<file path="config.mk">
export PLATFORM = sky130hd
export DESIGN_NAME = b_calc_ctrl
export DESIGN_NICKNAME = d
export VERILOG_FILES = /design/src/rtl/b_calc_ctrl.sv
export SDC_FILE = /design/constraint.sdc
export NUM_CORES = 1
export LEC_CHECK = 0
export ABC_AREA = 1
export CORE_ASPECT_RATIO = 1.4
export CORE_MARGIN = 4
export CORE_UTILIZATION = 40
export DETAILED_ROUTE_END_ITERATION = 10
export PLACE_DENSITY = 0.76
export SYNTH_ARGS = -nofsm -noshare
export SYNTH_HDL_FRONTEND = slang
export SYNTH_SLANG_ARGS = --single-unit
</file>
<file path="constraint.sdc">
create_clock -name i_sys_clock -period 3.1 [get_ports i_sys_clock]
set_clock_uncertainty 0.1 [all_clocks]
set_input_delay 0.31 -clock i_sys_clock [delete_from_list [all_inputs] [get_ports i_sys_clock]]
set_output_delay 0.31 -clock i_sys_clock [all_outputs]
set_load 0.02 [all_outputs]
</file>
<file path="src/rtl/b_calc_ctrl.sv">
// b_calc_ctrl: top-level sequencer for the 8-bit integer calculator.
//
// Collects operand A from the keypad block, then an operator, then operand
// B, and runs the calculation on an external ALU over a req/ack handshake.
// The result can be chained into a new calculation with another operator.
// Every output is driven straight from a flop.
//
// State table:
//   S_IDLE    (0) | display 0, waiting for the first digit
//   S_ENTER_A (1) | keypad value tracks operand A; operator latches it
//   S_ENTER_B (3) | shows operand A until the first digit, then operand B
//   S_EXEC    (4) | ALU request held until ack or timeout
//   S_RESULT  (5) | result shown; operator chains, digit starts over
//   S_ERROR   (6) | display EEEE; only clear leaves
//   2, 7          | unused; fall back to S_IDLE
//
// Ports:
//   i_sys_clock / i_sys_reset            clock, synchronous active-high reset
//   i_b_calc_ctrl_keycode                accumulated keypad operand
//   i_b_calc_ctrl_new_input              digit accepted pulse
//   i_b_calc_ctrl_overflow_flag          keypad operand overflow (level)
//   i_b_calc_ctrl_op_key / _op_code      operator pulse and operator code
//   i_b_calc_ctrl_eq_key / _clr_key      equals and clear pulses
//   i_b_calc_ctrl_alu_ack/_result/_error ALU response
//   o_b_calc_ctrl_hex_clear              pulse to clear the keypad operand
//   o_b_calc_ctrl_op_valid_key_pressed   pulse to keypad operator input
//   o_b_calc_ctrl_alu_req                ALU request level
//   o_b_calc_ctrl_operand_a/_b/_opcode   latched calculation inputs
//   o_b_calc_ctrl_display                value to display
//   o_b_calc_ctrl_state / _error         current state, error indicator

module b_calc_ctrl #(
    parameter int P_TIMEOUT_CYCLES = 16,
    parameter int P_RESULT_W       = 16
) (
    input  logic                  i_sys_clock,
    input  logic                  i_sys_reset,
    input  logic [7:0]            i_b_calc_ctrl_keycode,
    input  logic                  i_b_calc_ctrl_new_input,
    input  logic                  i_b_calc_ctrl_overflow_flag,
    input  logic                  i_b_calc_ctrl_op_key,
    input  logic [1:0]            i_b_calc_ctrl_op_code,
    input  logic                  i_b_calc_ctrl_eq_key,
    input  logic                  i_b_calc_ctrl_clr_key,
    input  logic                  i_b_calc_ctrl_alu_ack,
    input  logic [P_RESULT_W-1:0] i_b_calc_ctrl_alu_result,
    input  logic                  i_b_calc_ctrl_alu_error,
    output logic                  o_b_calc_ctrl_hex_clear,
    output logic                  o_b_calc_ctrl_op_valid_key_pressed,
    output logic                  o_b_calc_ctrl_alu_req,
    output logic [7:0]            o_b_calc_ctrl_operand_a,
    output logic [7:0]            o_b_calc_ctrl_operand_b,
    output logic [1:0]            o_b_calc_ctrl_opcode,
    output logic [P_RESULT_W-1:0] o_b_calc_ctrl_display,
    output logic [2:0]            o_b_calc_ctrl_state,
    output logic                  o_b_calc_ctrl_error
);

    localparam int CNT_W = $clog2(P_TIMEOUT_CYCLES + 1);
    // The counter starts at 0 on the first request cycle, so the last
    // permitted cycle without an ack is P_TIMEOUT_CYCLES-1.
    localparam logic [CNT_W-1:0]      CNT_LAST = CNT_W'(P_TIMEOUT_CYCLES - 1);
    localparam logic [P_RESULT_W-1:0] DISP_ERR = P_RESULT_W'(16'hEEEE);

    typedef enum logic [2:0] {
        S_IDLE    = 3'd0,
        S_ENTER_A = 3'd1,
        S_UNUSED2 = 3'd2,
        S_ENTER_B = 3'd3,
        S_EXEC    = 3'd4,
        S_RESULT  = 3'd5,
        S_ERROR   = 3'd6,
        S_UNUSED7 = 3'd7
    } state_t;

    state_t                state, state_nxt;
    logic                  got_b, got_b_nxt;
    logic [CNT_W-1:0]      cnt, cnt_nxt;
    logic [7:0]            operand_a, operand_a_nxt;
    logic [7:0]            operand_b, operand_b_nxt;
    logic [1:0]            opcode, opcode_nxt;
    logic [P_RESULT_W-1:0] display, display_nxt;
    logic                  alu_req, alu_req_nxt;
    logic                  hex_clear, hex_clear_nxt;
    logic                  op_pulse, op_pulse_nxt;
    logic                  error, error_nxt;
    logic [P_RESULT_W-1:0] key_ext;

    assign key_ext = {{(P_RESULT_W-8){1'b0}}, i_b_calc_ctrl_keycode};

    always_ff @(posedge i_sys_clock) begin
        if (i_sys_reset) begin
            state     <= S_IDLE;
            got_b     <= 1'b0;
            cnt       <= '0;
            operand_a <= '0;
            operand_b <= '0;
            opcode    <= '0;
            display   <= '0;
            alu_req   <= 1'b0;
            hex_clear <= 1'b0;
            op_pulse  <= 1'b0;
            error     <= 1'b0;
        end else begin
            state     <= state_nxt;
            got_b     <= got_b_nxt;
            cnt       <= cnt_nxt;
            operand_a <= operand_a_nxt;
            operand_b <= operand_b_nxt;
            opcode    <= opcode_nxt;
            display   <= display_nxt;
            alu_req   <= alu_req_nxt;
            hex_clear <= hex_clear_nxt;
            op_pulse  <= op_pulse_nxt;
            error     <= error_nxt;
        end
    end

    always_comb begin
        state_nxt     = state;
        got_b_nxt     = got_b;
        cnt_nxt       = cnt;
        operand_a_nxt = operand_a;
        operand_b_nxt = operand_b;
        opcode_nxt    = opcode;
        display_nxt   = display;
        alu_req_nxt   = 1'b0;
        hex_clear_nxt = 1'b0;
        op_pulse_nxt  = 1'b0;

        if (i_b_calc_ctrl_clr_key) begin
            state_nxt     = S_IDLE;
            hex_clear_nxt = 1'b1;
            cnt_nxt       = '0;
            operand_a_nxt = '0;
            operand_b_nxt = '0;
            opcode_nxt    = '0;
            display_nxt   = '0;
        end else begin
            case (state)
                S_IDLE: begin
                    display_nxt = '0;
                    if (i_b_calc_ctrl_new_input) begin
                        state_nxt   = S_ENTER_A;
                        display_nxt = key_ext;
                    end
                end

                S_ENTER_A: begin
                    display_nxt = key_ext;
                    if (i_b_calc_ctrl_overflow_flag) begin
                        state_nxt   = S_ERROR;
                        display_nxt = DISP_ERR;
                    end else if (i_b_calc_ctrl_op_key) begin
                        state_nxt     = S_ENTER_B;
                        operand_a_nxt = i_b_calc_ctrl_keycode;
                        opcode_nxt    = i_b_calc_ctrl_op_code;
                        op_pulse_nxt  = 1'b1;
                        got_b_nxt     = 1'b0;
                    end
                end

                S_ENTER_B: begin
                    if (i_b_calc_ctrl_overflow_flag) begin
                        state_nxt   = S_ERROR;
                        display_nxt = DISP_ERR;
                    end else if (i_b_calc_ctrl_eq_key && got_b) begin
                        state_nxt     = S_EXEC;
                        operand_b_nxt = i_b_calc_ctrl_keycode;
                        alu_req_nxt   = 1'b1;
                        cnt_nxt       = '0;
                    end else begin
                        if (i_b_calc_ctrl_op_key) begin
                            opcode_nxt = i_b_calc_ctrl_op_code;
                        end
                        // Operand A stays on the display until operand B
                        // receives its first digit.
                        if (i_b_calc_ctrl_new_input || got_b) begin
                            got_b_nxt   = 1'b1;
                            display_nxt = key_ext;
                        end else begin
                            display_nxt = {{(P_RESULT_W-8){1'b0}}, operand_a};
                        end
                    end
                end

                S_EXEC: begin
                    cnt_nxt = cnt + CNT_W'(1);
                    if (i_b_calc_ctrl_alu_ack) begin
                        if (i_b_calc_ctrl_alu_error) begin
                            state_nxt   = S_ERROR;
                            display_nxt = DISP_ERR;
                        end else begin
                            state_nxt     = S_RESULT;
                            display_nxt   = i_b_calc_ctrl_alu_result;
                            hex_clear_nxt = 1'b1;
                        end
                    end else if (cnt == CNT_LAST) begin
                        state_nxt   = S_ERROR;
                        display_nxt = DISP_ERR;
                    end else begin
                        alu_req_nxt = 1'b1;
                    end
                end

                S_RESULT: begin
                    if (i_b_calc_ctrl_op_key) begin
                        // Only a result that fits in a byte can become operand A.
                        if (display[P_RESULT_W-1:8] == '0) begin
                            state_nxt     = S_ENTER_B;
                            operand_a_nxt = display[7:0];
                            opcode_nxt    = i_b_calc_ctrl_op_code;
                            op_pulse_nxt  = 1'b1;
                            got_b_nxt     = 1'b0;
                        end else begin
                            state_nxt   = S_ERROR;
                            display_nxt = DISP_ERR;
                        end
                    end else if (i_b_calc_ctrl_new_input) begin
                        state_nxt     = S_ENTER_A;
                        operand_a_nxt = '0;
                        operand_b_nxt = '0;
                        display_nxt   = key_ext;
                    end
                end

                S_ERROR: begin
                    display_nxt = DISP_ERR;
                end

                default: begin
                    state_nxt   = S_IDLE;
                    display_nxt = '0;
                end
            endcase
        end

        error_nxt = (state_nxt == S_ERROR);
    end

    assign o_b_calc_ctrl_hex_clear            = hex_clear;
    assign o_b_calc_ctrl_op_valid_key_pressed = op_pulse;
    assign o_b_calc_ctrl_alu_req              = alu_req;
    assign o_b_calc_ctrl_operand_a            = operand_a;
    assign o_b_calc_ctrl_operand_b            = operand_b;
    assign o_b_calc_ctrl_opcode               = opcode;
    assign o_b_calc_ctrl_display              = display;
    assign o_b_calc_ctrl_state                = state;
    assign o_b_calc_ctrl_error                = error;

endmodule

</file>
## Yosys cells after proc, flatten, opt, wreduce, memory -nomap -nowiden

Index checks and enable logic that the tools add are counted.

- Equality and inequality tests: 22
- Add/subtract/negate cells: 1
- Bitwise gates (word level): 1
- Multiplexer cells: 66
- Reductions and logical operators: 15

Operators with widths:

| operator | number |
|---|---|
| two-way mux 16 bit | 9 |
| case mux 16 bit (6 select lines) | 1 |
| two-way mux 8 bit | 10 |
| case mux 8 bit (2 select lines) | 2 |
| two-way mux 3 bit | 10 |
| inequality test 2 bit, second input constant | 10 |
| two-way mux 1 bit | 19 |
| case mux 3 bit (6 select lines) | 1 |
| inequality test 3 bit, second input constant | 5 |
| two-way mux 2 bit | 7 |
| == test 3 bit, second input constant | 4 |
| two-way mux 5 bit | 2 |
| case mux 5 bit (2 select lines) | 1 |
| AND reduction 5 bit | 2 |
| AND reduction 9 bit | 1 |
| zero test 8 bit | 1 |
| case mux 2 bit (3 select lines) | 1 |
| AND reduction 6 bit | 1 |
| nonzero test 2 bit | 3 |
| adder 5 x 1 -> 5 bit, second input constant | 1 |
| == test 5 x 4 -> 1 bit, second input constant | 1 |
| case mux 1 bit (2 select lines) | 2 |
| AND reduction 4 bit | 1 |
| == test 3 x 1 -> 1 bit, second input constant | 1 |
| other kinds (9) | 9 |

- Word-level logic and storage cells: 116
- Flip-flop bits (word level): 47
- Output and inout bits: 41
- Input bits: 35

## Longest topological paths before layout

Gate-level depths: netlist of the first run.

- Word-level depth: 6
- Depth in mapped cells: 13
- Depth with buffers taken out: 12

## Worst setup path before layout of the first run

OpenSTA, ideal clock, no wires.

- Path type: register to register
- Start: register cnt[0]
- End: register display[11] (netlist: o_b_calc_ctrl_display[11])
- Setup slack: 1.368 ns
- Setup time: 0.132 ns
- Required time: 2.868 ns
- Clock period less this slack: 1.732 ns
- Path buffers: 1
- Cell stages (with the launch flop): 14
- Arrival time: 1.500 ns
- Path through: dfxtp_1 > ha_1 > nand2_1 > nor2_1 > ha_1 > nor2_1 > nand3_1 > nand2_1 > inv_1 > nand2_1 > nor2_4 > buf_6 > nand2_1 > a21oi_2

- Cells in the longest elaborated chain, start to end: 3

RTL lines:

| what | line | text |
|---|---|---|
| from (decl) | 78 | `logic [CNT_W-1:0] cnt, cnt_nxt;` |
| from (signal assigned) | 107 | `cnt <= cnt_nxt;` |
| == test 5 x 4 -> 1 bit | 198 | `end else if (cnt == CNT_LAST) begin` |
| inequality test 3 bit (no line) | -- |  |
| AND reduction 4 bit (no line) | -- |  |
| to (signal assigned) | 111 | `display <= display_nxt;` |
| to (decl) | 82 | `logic [P_RESULT_W-1:0] display, display_nxt;` |

Every way passes these cells.
A chain may end at the register's enable or synchronous reset.

## Final worst setup path of the first run

- Start: register state[1] (netlist: o_b_calc_ctrl_state[1])
- End: register cnt[0]

- Cells in the longest elaborated chain, start to end: 3
- Elaborated cells between the ends (all ways): 7
- Classes of those cells: eq/ne: 4; mux: 1; reduce/logical: 2

RTL lines:

| what | line | text |
|---|---|---|
| from (decl) | 76 | `state_t state, state_nxt;` |
| from (signal assigned) | 105 | `state <= state_nxt;` |
| == test 3 x 2 -> 1 bit / == test 3 bit (equally long branches) | 140 | `case (state)` |
| inequality test 2 bit (no line) / nonzero test 2 bit (equally long branches) | -- |  |
| AND reduction 3 bit (no line) | -- |  |

Several ways; a longest one is shown, not always the timed one.

==> results.py, run 1 <==
metrics = {
    "status": {
        "status": "finished, final reports clean",
    },
    "detailed_routing": {
        "wirelength_mm": 9.05,
        "viasPerCell": 5.29,
        "post_drt_wl_per_cell_um": 15.4,
        "drtIter0Drc": 255,
        "ant_nets": 0,
        "vias": 3104,
        "dr.pass1.iters": 5,
        "drc": 0,
    },
    "cells_and_area": {
        "final_area_um2": 3620,
        "final_cell_mix": "nand2_1 (150), clkdlybuf4s50_1 (75), dfxtp_1 (47)",
        "n_antenna_cell": 0,
        "fin_util_pct": 54.7,
        "syn_to_final_growth_pct": 32.0,
        "layout_commonest_cell": "nand2_1",
        "drive_above_1_share_pct": 7.07,
        "layout.nets": 531,
    },
    "cts": {
        "clk_pin_slew_ns": 0.09,
        "cts_resized": 0,
        "cts_num_sinks": 47,
        "cts_root_buf": "clkbuf_8",
        "post_cts_buffers": 0,
        "cts_buffer_depth": 2,
        "hold_buffers": 0,
        "clk_latency_ns": 0.31,
        "h-tree-depth": 2,
        "numCtsBuffers": 5,
        "tritoncts": "done",
    },
    "critical_path": {
        "critPathArrivalTime_ns": 2.26,
        "cp.buffers_inverters": 1,
        "required_ns": 3.21,
        "cp-start-kind": "register",
        "r2r_cells": 9,
        "reg2reg_slack_ns": 0.95,
        "crit_type": "reg2reg",
        "r2r-end": "cnt[0]$_SDFFE_PP0P_",
        "r2r_start": "o_b_calc_ctrl_state[1]$_SDFF_PP0_",
        "path_cells": "nand2_1 > nor2_4 > nand2_1 > nand2_1 > nand2_1 > nand2_1 > o21ai_0 > nand2_1 > inv_1",
        "critPathMaxFanout": 17,
        "max_stage_delay_ns": 0.67,
        "crit_cells": 9,
        "crit_top_cell": "nand2_1",
        "cp_slowest_cell": "dfxtp_1",
        "worst_setup_path_end_kind": "register",
        "endpoint": "cnt[0]$_SDFFE_PP0P_",
        "startpoint": "o_b_calc_ctrl_state[1]$_SDFF_PP0_",
        "crit_family": "simple AND/OR/NAND/NOR gates",
    },
    "sta": {
        "slew_violations": 0,
        "holdWs_ns": 0.361,
        "rsz0062_at_grt": "false",
        "max_freq_mhz": 465,
        "setup_tns_ns": 0,
        "finalSetupViolations": 0,
        "min_period_ns": 2.15,
        "hold_viol": 0,
        "period_share_pct": 69.4,
        "max-slew-margin-rel_pct": 55.6,
        "worst_slew_pin_slew_ns": 0.664,
    },
    "synth": {
        "synth.yosys.seq_area_share_pct": 34.4,
        "synth_cells": 424,
        "yosys_warnings": 0,
        "synth.cell_area_um2": 2740,
        "ys_seq_elements": 47,
        "synth.net_count": 461,
        "syn_area_per_cell_um2": 6.46,
        "synth_cell_types": 29,
    },
    "floorplanning": {
        "coreArea_um2": 6610,
        "initial_core_util_pct": 41.4,
        "die_x_um": 77.9,
        "ios": 76,
        "dieArea_um2": 8250,
        "row_count": 35,
        "die_h_um": 106,
    },
    "global_routing": {
        "grt_pass1_vias": 3086,
        "grt_pass1_wl_mm": 15.0,
        "grt-ovfl-total": 0,
        "antenna_found_initial": 0,
        "grt_max_degree": 22,
        "grt_use_total_pct": 22.6,
    },
    "min_path": {
        "worstHoldPathType": "reg2reg",
        "whs_path_depth": 2,
    },
    "run": {
        "cap_violations": 0,
    },
    "power": {
        "power.total_mw": 1.24,
        "vdd_drop_max_uv": 198,
        "leakagePower_nw": 1.56,
        "power_density_nw_per_um2": 343,
    },
    "place": {
        "dp_hpwl_mm": 6.95,
        "gp_congestion": 0.967,
        "dpl_cell_area_um2": 3510,
        "port_buffers": 75,
    },
}
worst min path at each step:
stage / from / end / slack, ns
final: o_b_calc_ctrl_opcode[1]$_SDFFE_PP0P_ / o_b_calc_ctrl_opcode[1]$_SDFFE_PP0P_ / 0.36
after global routing: cnt[4]$_SDFFE_PP0P_ / cnt[4]$_SDFFE_PP0P_ / 0.40
after CTS: o_b_calc_ctrl_opcode[1]$_SDFFE_PP0P_ / o_b_calc_ctrl_opcode[1]$_SDFFE_PP0P_ / 0.37
after detailed placement: o_b_calc_ctrl_opcode[1]$_SDFFE_PP0P_ / o_b_calc_ctrl_opcode[1]$_SDFFE_PP0P_ / 0.35
after global placement: cnt[4]$_SDFFE_PP0P_ / cnt[4]$_SDFFE_PP0P_ / 0.35
after floorplan: i_sys_reset / got_b$_SDFFE_PP0P_ / 0.28
report_power, final:
group	leakage [nW]	internal [mW]	switching, mW	total (mW)
sequential	0.380	0.613	0.0116	0.624
clock	0.0505	0.203	0.221	0.424
combinational	1.13	0.0853	0.107	0.193
total	1.56	0.901	0.340	1.24
cell usage after synthesis:
| library cell | count | area, um^2 |
|---|---|---|
| nand2_1 | 150 | 563 |
| o21ai_0 | 22 | 110 |
| nor3_1 | 2 | 10.0 |
| buf_12 | 1 | 20.0 |
| nor2_8 | 2 | 40.0 |
| o21ai_1 | 2 | 10.0 |
| ha_1 | 2 | 25.0 |
| nand3_1 | 42 | 210 |
| buf_1 | 1 | 3.75 |
| nor2_1 | 41 | 154 |
| a21oi_1 | 42 | 210 |
| a32oi_1 | 1 | 8.76 |
| inv_1 | 25 | 93.8 |
| nand3b_4 | 1 | 20.0 |
| and3_1 | 1 | 6.26 |
| inv_2 | 2 | 7.51 |
| nand3_2 | 2 | 20.0 |
| dfxtp_1 | 47 | 941 |
| nor2_2 | 1 | 6.26 |
| buf_6 | 5 | 56.3 |
| clkbuf_1 | 4 | 15.0 |
| nand2_2 | 1 | 6.26 |
| nor2_4 | 2 | 22.5 |
| nand2_4 | 4 | 45.0 |
| inv_4 | 1 | 6.26 |
| buf_2 | 4 | 20.0 |
| or2_2 | 5 | 31.3 |
| nand4_1 | 8 | 50.1 |
| a21oi_2 | 3 | 26.3 |
sequential cells by signal (all words and copies together), names as in the netlist:
register,cells
o_b_calc_ctrl_display,16
o_b_calc_ctrl_operand_a,8
cnt,5
o_b_calc_ctrl_op_valid_key_pressed,1
o_b_calc_ctrl_state,3
o_b_calc_ctrl_hex_clear,1
o_b_calc_ctrl_opcode,2
got_b,1
o_b_calc_ctrl_alu_req,1
o_b_calc_ctrl_error,1
o_b_calc_ctrl_operand_b,8
cells by family after synthesis:
family	after synthesis	share of synthesized area, %
and+or+nand+nor	262	43.3
AOI/OAI and AO/OA	70	13.3
DFF	47	34.4
buffers and inverters	43	8.13
adders and majority gates	2	0.914
per-layer routing:
layer / part of all wire, % / GRT usage, % / up-vias
met1: 41 / 27.5 / 1419
met4: 2.8 / 10.9 / 0
li1: - / - / 1522
met3: 5.5 / 3.39 / 26
met2: 51 / 38.5 / 137
met5: 0 / 0 / -
through the flow:
stage,std cells,worst slack [ns]
after detailed placement,579,0.845
after global routing,587,0.726
after floorplan,424,1.37
after CTS,587,0.954
final,587,0.950
after global placement,579,0.840
worst min-delay path: stages, from the launching register on:
cell     delay [ns]
dfxtp_1        0.32
nand2_1        0.06
a21oi_1        0.05
cell type report:
type,count,area [um^2]
multi-input combinational,334,1580
clock buffer,7,96.3
clock inverter,1,7.51
fill,689,3000
inverter,28,108
timing repair buffer,78,773
tap,92,115
sequential,47,941
Note: power is estimated with default switching activity, not from simulation.
==> inputs of run 2 (changes only) <==
==> constraint.sdc (replaced) <==
create_clock -name i_sys_clock -period 2.2 [get_ports i_sys_clock]
set_clock_uncertainty 0.1 [all_clocks]
set_input_delay 0.22 -clock i_sys_clock [delete_from_list [all_inputs] [get_ports i_sys_clock]]
set_output_delay 0.22 -clock i_sys_clock [all_outputs]
set_load 0.02 [all_outputs]
==> results.py, run 2 (synthesized netlist as in run 1, its figures left out) <==
metrics = {
    "floorplanning": {
        "die_x_um": 77.9,
        "ios": 76,
        "dieArea_um2": 8250,
        "die_h_um": 106,
        "coreArea_um2": 6610,
        "row_count": 35,
        "initial_core_util_pct": 41.4,
    },
    "place": {
        "gp_congestion": 0.992,
        "dp_hpwl_mm": 7.09,
        "port_buffers": 75,
    },
    "cells_and_area": {
        "layout.nets": 541,
        "largest_reg_flops": 16,
        "num-fill-cells": 673,
        "drive_above_1_share_pct": 9.50,
        "multiInputGateArea_um2": 1580,
        "final_cell_mix": "nand2_1 (150), clkdlybuf4s50_1 (75), dfxtp_1 (44)",
        "ff_latch_area_um2": 945,
        "syn_to_final_growth_pct": 35.1,
        "n_antenna_cell": 0,
        "layout_commonest_cell": "nand2_1",
    },
    "cts": {
        "cts_buffer_depth": 2,
        "cts_num_sinks": 47,
        "h-tree-depth": 2,
        "cts_root_buf": "clkbuf_8",
        "clk_latency_ns": 0.31,
        "tritoncts": "done",
        "clk_pin_slew_ns": 0.10,
        "numCtsBuffers": 5,
    },
    "sta": {
        "hold_viol": 0,
        "worst_slew_pin_slew_ns": 0.481,
        "min_period_ns": 1.97,
        "holdWs_ns": 0.367,
        "max-slew-margin-rel_pct": 67.8,
        "finalSetupViolations": 0,
        "rsz0062_at_grt": "false",
        "max_freq_mhz": 508,
        "setup_tns_ns": 0,
        "slew_violations": 0,
        "period_share_pct": 89.5,
    },
    "run": {
        "cap_violations": 0,
    },
    "min_path": {
        "whs_path_depth": 3,
        "min_to": "o_b_calc_ctrl_display[8]$_SDFFE_PP0P_",
        "worstHoldStart": "i_b_calc_ctrl_alu_result[8]",
        "worstHoldPathType": "in2reg",
    },
    "global_routing": {
        "grt_use_total_pct": 22.9,
        "antenna_found_initial": 0,
        "grt_max_degree": 33,
        "grt_pass1_wl_mm": 15.0,
        "grt-ovfl-total": 0,
        "grt_pass1_vias": 3081,
    },
    "critical_path": {
        "crit_top_cell": "nand2_1",
        "cp-start-kind": "register",
        "r2r_cells": 13,
        "r2r_start": "cnt[0]$_SDFFE_PP0P_",
        "required_ns": 2.34,
        "r2r-end": "o_b_calc_ctrl_display[6]$_SDFFE_PP0P_",
        "worst_setup_path_end_kind": "register",
        "startpoint": "cnt[0]$_SDFFE_PP0P_",
        "max_stage_delay_ns": 0.37,
        "path_cells": "ha_1 > nand2_1 > nor2_1 > ha_1 > nor2_1 > nand3_1 > nand2_1 > inv_1 > nand2_1 > nor2_4 > buf_12 > nand2_1 > a21oi_1",
        "reg2reg_slack_ns": 0.23,
        "critPathMaxFanout": 9,
        "critPathArrivalTime_ns": 2.11,
        "crit_type": "reg2reg",
        "cp_slowest_cell": "dfxtp_2",
    },
    "detailed_routing": {
        "viasPerCell": 5.17,
        "vias": 3085,
        "ant_nets": 0,
        "dr.pass1.iters": 5,
        "post_drt_wl_per_cell_um": 15.1,
        "drtIter0Drc": 295,
        "wirelength_mm": 9.03,
        "drc": 0,
    },
    "power": {
        "power_density_nw_per_um2": 469,
        "leakagePower_nw": 1.62,
        "vdd_drop_max_uv": 326,
    },
    "status": {
        "status": "finished, final reports clean",
    },
}
[run 2: routing by layer]
metal  wire length [um]  GRT usage [%]  part of all wire (%)
met5                  0              0                     0
met3                446           3.81                   4.9
met4                321           11.0                   3.6
met1               3710           27.2                    41
met2               4550           39.5                    50
[run 2: how the worst max path moves through the flow]
stage	to	cells after the start
4_1_cts	o_b_calc_ctrl_display[6]$_SDFFE_PP0P_	12
3_5_place_dp	o_b_calc_ctrl_display[15]$_SDFFE_PP0P_	12
5_1_grt	o_b_calc_ctrl_display[6]$_SDFFE_PP0P_	13
3_3_place_gp	o_b_calc_ctrl_operand_a[5]$_SDFFE_PP0P_	8
2_1_floorplan	o_b_calc_ctrl_display[11]$_SDFFE_PP0P_	13
6_report	o_b_calc_ctrl_display[6]$_SDFFE_PP0P_	13
[run 2: power by group]
| part | internal (mW) | switching (mW) | leakage, nW | total, mW |
|---|---|---|---|---|
| registers | 0.863 | 0.0156 | 0.382 | 0.879 |
| logic | 0.126 | 0.153 | 1.18 | 0.279 |
| clock network | 0.258 | 0.320 | 0.0516 | 0.578 |
| total | 1.25 | 0.489 | 1.62 | 1.74 |
[run 2: area by class of cell]
cell class                 count  area share [%]
clock buffer                   6            2.23
clock inverter                 2           0.372
inverter                      28            2.91
multi-input combinational    334            42.6
sequential                    47            25.5
tap                           92            3.11
timing repair buffer          88            23.3
[run 2: critical path: cells and delay by family, from the launching register on]
family / cells / cell delay [ns]
and+or+nand+nor: 8 / 0.71
DFF: 1 / 0.37
adders and majority gates: 2 / 0.32
buffers and inverters: 2 / 0.27
AOI/OAI and AO/OA: 1 / 0.13
[run 2: timing repair]
action,in CTS,in global routing
hold buffers,0,0
gates resized for setup,0,4
setup endpoints to repair,0,14
setup buffers,0,2
[run 2: per-stage QoR]
step                      setup slack [ns]  utilization, %  cell area [um^2]  std cells  power, mW
after floorplan                      0.468               -              2740        424       1.03
after global placement               0.229            54.0              3570        587       1.17
after detailed placement             0.151            54.0              3570        587       1.17
after CTS                            0.125            55.5              3670        595       1.75
after global routing                0.0284            56.0              3700        597       1.81
final                                0.231            56.0              3700        597       1.74
